## config.mk

```make
export PLATFORM = sky130hd
export DESIGN_NAME = div_iter
export DESIGN_NICKNAME = d
export VERILOG_FILES = /design/src/rtl/div_iter.sv
export SDC_FILE = /design/constraint.sdc
export NUM_CORES = 1
export LEC_CHECK = 0
export CAP_MARGIN = 20
export CORE_UTILIZATION = 51
export DETAILED_ROUTE_END_ITERATION = 16
export PLACE_DENSITY = 0.72
export REMOVE_ABC_BUFFERS = 1
export SKIP_CTS_REPAIR_TIMING = 1
export SYNTH_ARGS = -nofsm -noshare
export SYNTH_HDL_FRONTEND = slang
export SYNTH_SLANG_ARGS = --single-unit
```

## constraint.sdc

```tcl
create_clock -name clk -period 4.2 [get_ports clk]
set_input_delay 0.63 -clock clk [delete_from_list [all_inputs] [get_ports clk]]
set_output_delay 0.63 -clock clk [all_outputs]
set_load 0.05 [all_outputs]
```

## src/rtl/div_iter.sv

```systemverilog
// Multi-cycle radix-2 restoring divider for RV32M DIV/DIVU/REM/REMU.
// One quotient bit per cycle; divide-by-zero and signed overflow complete in one cycle.
module div_iter #(
    parameter int unsigned DATA_WIDTH = 32
) (
    input  logic                  clk,
    input  logic                  rst_n,
    input  logic                  start,
    input  logic [2:0]            div_ctrl,
    input  logic [DATA_WIDTH-1:0] op1,
    input  logic [DATA_WIDTH-1:0] op2,
    input  logic                  flush,
    output logic [DATA_WIDTH-1:0] result,
    output logic                  busy,
    output logic                  div_ready
);

    localparam int unsigned DW    = DATA_WIDTH;
    localparam int unsigned CNT_W = $clog2(DATA_WIDTH);
    localparam logic [DW-1:0] MIN_NEG  = {1'b1, {(DW-1){1'b0}}};
    localparam logic [DW-1:0] ALL_ONES = {DW{1'b1}};

    typedef enum logic [1:0] {
        S_IDLE,
        S_CALC,
        S_FIXUP,
        S_DONE
    } state_t;

    state_t             r_state;
    state_t             w_state_nxt;
    logic [1:0]         r_ctrl;
    logic [DW-1:0]      r_dividend;
    logic [DW-1:0]      r_divisor;
    logic [DW-1:0]      r_rem;
    logic [CNT_W-1:0]   r_cnt;
    logic               r_q_neg;
    logic               r_r_neg;
    logic [DW-1:0]      r_result;

    logic               w_accept;
    logic               w_fixup_wr;
    logic               w_signed;
    logic               w_div_zero;
    logic               w_ovf;
    logic               w_special;
    logic [DW-1:0]      w_special_res;
    logic [DW-1:0]      w_abs1;
    logic [DW-1:0]      w_abs2;
    logic [DW:0]        w_shift;
    logic [DW:0]        w_diff;
    logic               w_borrow;
    logic [DW-1:0]      w_rem_nxt;
    logic [DW-1:0]      w_quot_nxt;
    logic [DW-1:0]      w_q_fix;
    logic [DW-1:0]      w_r_fix;
    logic [1:0]         w_unused;

    // Request decode: special cases bypass the iteration entirely
    assign w_signed      = ~div_ctrl[0];
    assign w_div_zero    = (op2 == '0);
    assign w_ovf         = w_signed && (op1 == MIN_NEG) && (op2 == ALL_ONES);
    assign w_special     = w_div_zero || w_ovf;
    assign w_special_res = div_ctrl[1] ? (w_div_zero ? op1 : '0)
                                       : (w_div_zero ? ALL_ONES : MIN_NEG);
    assign w_abs1        = (w_signed && op1[DW-1]) ? -op1 : op1;
    assign w_abs2        = (w_signed && op2[DW-1]) ? -op2 : op2;

    // Restoring step: the borrow of the widened subtraction decides restore vs keep
    assign w_shift               = {r_rem, r_dividend[DW-1]};
    assign {w_borrow, w_diff}    = {1'b0, w_shift} - {2'b00, r_divisor};
    assign w_rem_nxt             = w_borrow ? w_shift[DW-1:0] : w_diff[DW-1:0];
    assign w_quot_nxt            = {r_dividend[DW-2:0], ~w_borrow};
    // A kept difference is always below the divisor, so its top bit is never needed
    assign w_unused              = {div_ctrl[2], w_diff[DW]};

    assign w_q_fix = (~r_ctrl[0] && r_q_neg) ? -r_dividend : r_dividend;
    assign w_r_fix = (~r_ctrl[0] && r_r_neg) ? -r_rem : r_rem;

    always_ff @(posedge clk or negedge rst_n) begin
        if (!rst_n) begin
            r_state <= S_IDLE;
        end else begin
            r_state <= w_state_nxt;
        end
    end

    always_comb begin
        w_state_nxt = r_state;
        w_accept    = 1'b0;
        w_fixup_wr  = 1'b0;
        case (r_state)
            S_IDLE: begin
                if (start && !flush) begin
                    w_accept    = 1'b1;
                    w_state_nxt = w_special ? S_DONE : S_CALC;
                end
            end
            S_CALC: begin
                if (flush) begin
                    w_state_nxt = S_IDLE;
                end else if (r_cnt == '0) begin
                    w_state_nxt = S_FIXUP;
                end
            end
            S_FIXUP: begin
                if (flush) begin
                    w_state_nxt = S_IDLE;
                end else begin
                    w_fixup_wr  = 1'b1;
                    w_state_nxt = S_DONE;
                end
            end
            S_DONE: begin
                w_state_nxt = S_IDLE;
            end
            default: begin
                w_state_nxt = S_IDLE;
            end
        endcase
    end

    // Datapath registers; result is only written at accept (special) or FIXUP
    always_ff @(posedge clk or negedge rst_n) begin
        if (!rst_n) begin
            r_ctrl     <= '0;
            r_dividend <= '0;
            r_divisor  <= '0;
            r_rem      <= '0;
            r_cnt      <= '0;
            r_q_neg    <= 1'b0;
            r_r_neg    <= 1'b0;
            r_result   <= '0;
        end else if (w_accept) begin
            r_ctrl     <= div_ctrl[1:0];
            r_dividend <= w_abs1;
            r_divisor  <= w_abs2;
            r_rem      <= '0;
            r_cnt      <= CNT_W'(DW - 1);
            r_q_neg    <= op1[DW-1] ^ op2[DW-1];
            r_r_neg    <= op1[DW-1];
            if (w_special) begin
                r_result <= w_special_res;
            end
        end else if (r_state == S_CALC) begin
            r_rem      <= w_rem_nxt;
            r_dividend <= w_quot_nxt;
            r_cnt      <= r_cnt - CNT_W'(1);
        end else if (w_fixup_wr) begin
            r_result <= r_ctrl[1] ? w_r_fix : w_q_fix;
        end
    end

    assign result    = r_result;
    assign busy      = (r_state != S_IDLE);
    assign div_ready = (r_state == S_DONE);

endmodule

```

==> metrics.txt, run 1 <==
library cells used by synthesis 68; Reg-to-Reg End r_rem[9]; fin. max-slew vios 0; total CTS buffers 17; multi-input gate area in the final layout 6760 sq um; Synth area leaders dfrtp_1, xnor2_1, nand2_1; PortBufs 103; most frequent cell after synthesis nand2_1; Main synth FF type dfrtp_1; worst clock skew 0.00968 ns; cell total after placement 1686; Worst setup SP type register; Worst-Skew Late Latency 0.43 ns; post-synthesis sequential area ratio 32.4%; final antenna-violating net count 0; Via density 5.95; most frequent CP cell buf_4; Critical path origin r_rem[5]; CP delay by family, top compound AO/OA/AOI/OAI gates; layout filler cell count 1788; grt total ovfl 0; Clock Tree Root clkbuf_16; share of cells above drive strength 1 6.42%; outcome finished, final reports clean; yosys warns 0; Crit Path Class register to register; CP Data Arrival Time 4.04 ns; Worst R2R Start r_rem[5]; Iteration-0 DRC Markers 867; Chip Height 147 um; Max Clk Rate 268 MHz; number of buffers on the longest clock path 2; Ant. Diodes 0; Worst Hold Class input port to async pin; routed len/inst 17.7 um; CP Max Fanout 12; Leak Pwr 5.26 nW; total number of vias 10200; Core Rows 52; critical path's slowest cell a2111oi_0; Max Cap Viol 0; Pwr Density 588 nW/um^2; GRT Overall Usage 28.6%; final std cells w/o fill 1718; Worst Tran Pin Value 0.977 ns; FF-to-FF setup slack 0.46 ns; first-pass GRT wire length 49.3 mm; Synth area leader dfrtp_1; reg2reg path depth 11; Total Power 7.51 mW; VDD IR max 0.306 mV; final setup fails 0; # nets final 1546; CTS tree done; asr flop ratio synth 100%; Slew headroom 34.8%; die footprint 21600 sq um; Min Clock Period, post-route 3.74 ns; first-pass iteration count of the detailed router 5; crit end category register; core area 20400 sq um; vias in the first global route 9639; number of top-level pins 105; list of most frequent post-synthesis cells nand2_1, dfrtp_1, o21ai_0; Post-Syn Area 10700 sq um; CTS clk-pin slew, worst paths 0.06 ns; placed wire-length estimate 21.8 mm; mean area per synthesized cell 7.92 sq um; H-tree Lvls 4; Syn Inst Count 1357; DRC Markers 0; Yosys reg bits 139; clk sinks 139; WL final 30.4 mm; post-route clock period utilization 89.0%; worst-path cell chain ha_1 > nand4_1 > a2111oi_0 > nor3_1 > o22ai_1 > buf_4 > o41a_1 > a211oi_4 > buf_4 > and2_1 > a221o_1; largest net degree at the start of global routing 103; Yosys top cell area share 32.4%; RSZ-0062 raised after global routing false; Buf+Inv Stages, Crit Path 2; Fin. Hold Viols 0; placer congestion estimate 0.952; initial antenna violation count 0; WP data required 4.50 ns; die span in x 147 um; crit-path max cell delay 0.81 ns; register area 3480 sq um; Post-synth EDFFs 0; Starting Density 52.6%; P&R area growth vs syn 18.8%
## stage by stage
| step | TNS (ns) | utilization [%] | setup slack, ns | hold slack (ns) | cell area, sq um |
|---|---|---|---|---|---|
| floorplan | -63.17 | - | -1.17 | 0.334 | 10400 |
| global route | 0 | 62.5 | 0.290 | 0.375 | 12800 |
| CTS | 0 | 62.5 | 0.557 | 0.360 | 12800 |
| finish | 0 | 62.5 | 0.462 | 0.287 | 12800 |
| global placement | 0 | 59.2 | 0.135 | 0.457 | 12100 |
| detailed placement | 0 | 59.2 | 0.129 | 0.465 | 12100 |
## power by group
group          internal (mW)  leakage (nW)  switching [mW]  total (mW)
clock                   1.12         0.325           0.590        1.70
combinational           1.57          3.20            2.15        3.72
sequential              1.65          1.74           0.433        2.09
total                   4.34          5.26            3.17        7.51
## logic make-up (layout without fill, tap and decap cells)
group,count (synthesis),in the layout,synth area share (%)
adders and majority gates,40,40,4.73
xor gates and xnor gates,148,148,12.1
and+or+nand+nor,483,483,21.5
DFF,139,139,32.4
buffers and inverters,135,226,4.95
AOI/OAI and AO/OA,398,398,23.1
muxes,14,14,1.30
## layout make-up
| cell class | count | share of cell area (%) |
|---|---|---|
| timing repair buffer | 138 | 10.2 |
| inverter | 56 | 1.65 |
| sequential | 139 | 27.3 |
| clock buffer | 21 | 3.76 |
| multi-input combinational | 1083 | 53.0 |
| clock inverter | 11 | 1.48 |
| tap | 270 | 2.65 |
## how the worst max path moves through the flow
stage,endpoint,depth (start not counted)
after floorplan,r_rem[19],9
after global placement,result[14],9
after detailed placement,result[14],9
after CTS,result[14],9
after global routing,r_rem[9],11
final,r_rem[9],11
## routing by layer
layer,vias up,wire length (um),global-route usage (%)
met5,-,0,0
met1,4821,13600,38.8
li1,5004,-,-
met2,368,14200,47.4
met4,0,432,7.22
met3,34,2170,4.81
## registers in the layout, indices dropped and copies added, names as in the netlist
name / flops
r_dividend: 32
r_divisor: 32
r_rem: 32
result: 32
r_cnt: 5
r_ctrl: 2
r_state: 2
r_q_neg: 1
r_r_neg: 1
## cells in the final DEF (no fill, tap or decap), types with 43 or more instances in the layout
master           instances
nor2_1                 109
nand3_1                 43
xnor2_1                 81
clkdlybuf4s50_1        102
dfrtp_1                139
nand2_1                178
xor2_1                  67
inv_1                   56
a21oi_1                 73
o21ai_0                131
Note: power is estimated with default switching activity, not from simulation.
==> run 2, diff against run 1 <==
Settings changed: SKIP_CTS_REPAIR_TIMING 1 to default.
==> results of run 2 <==
Final layout, timing and power as in run 1 (identical DEF).
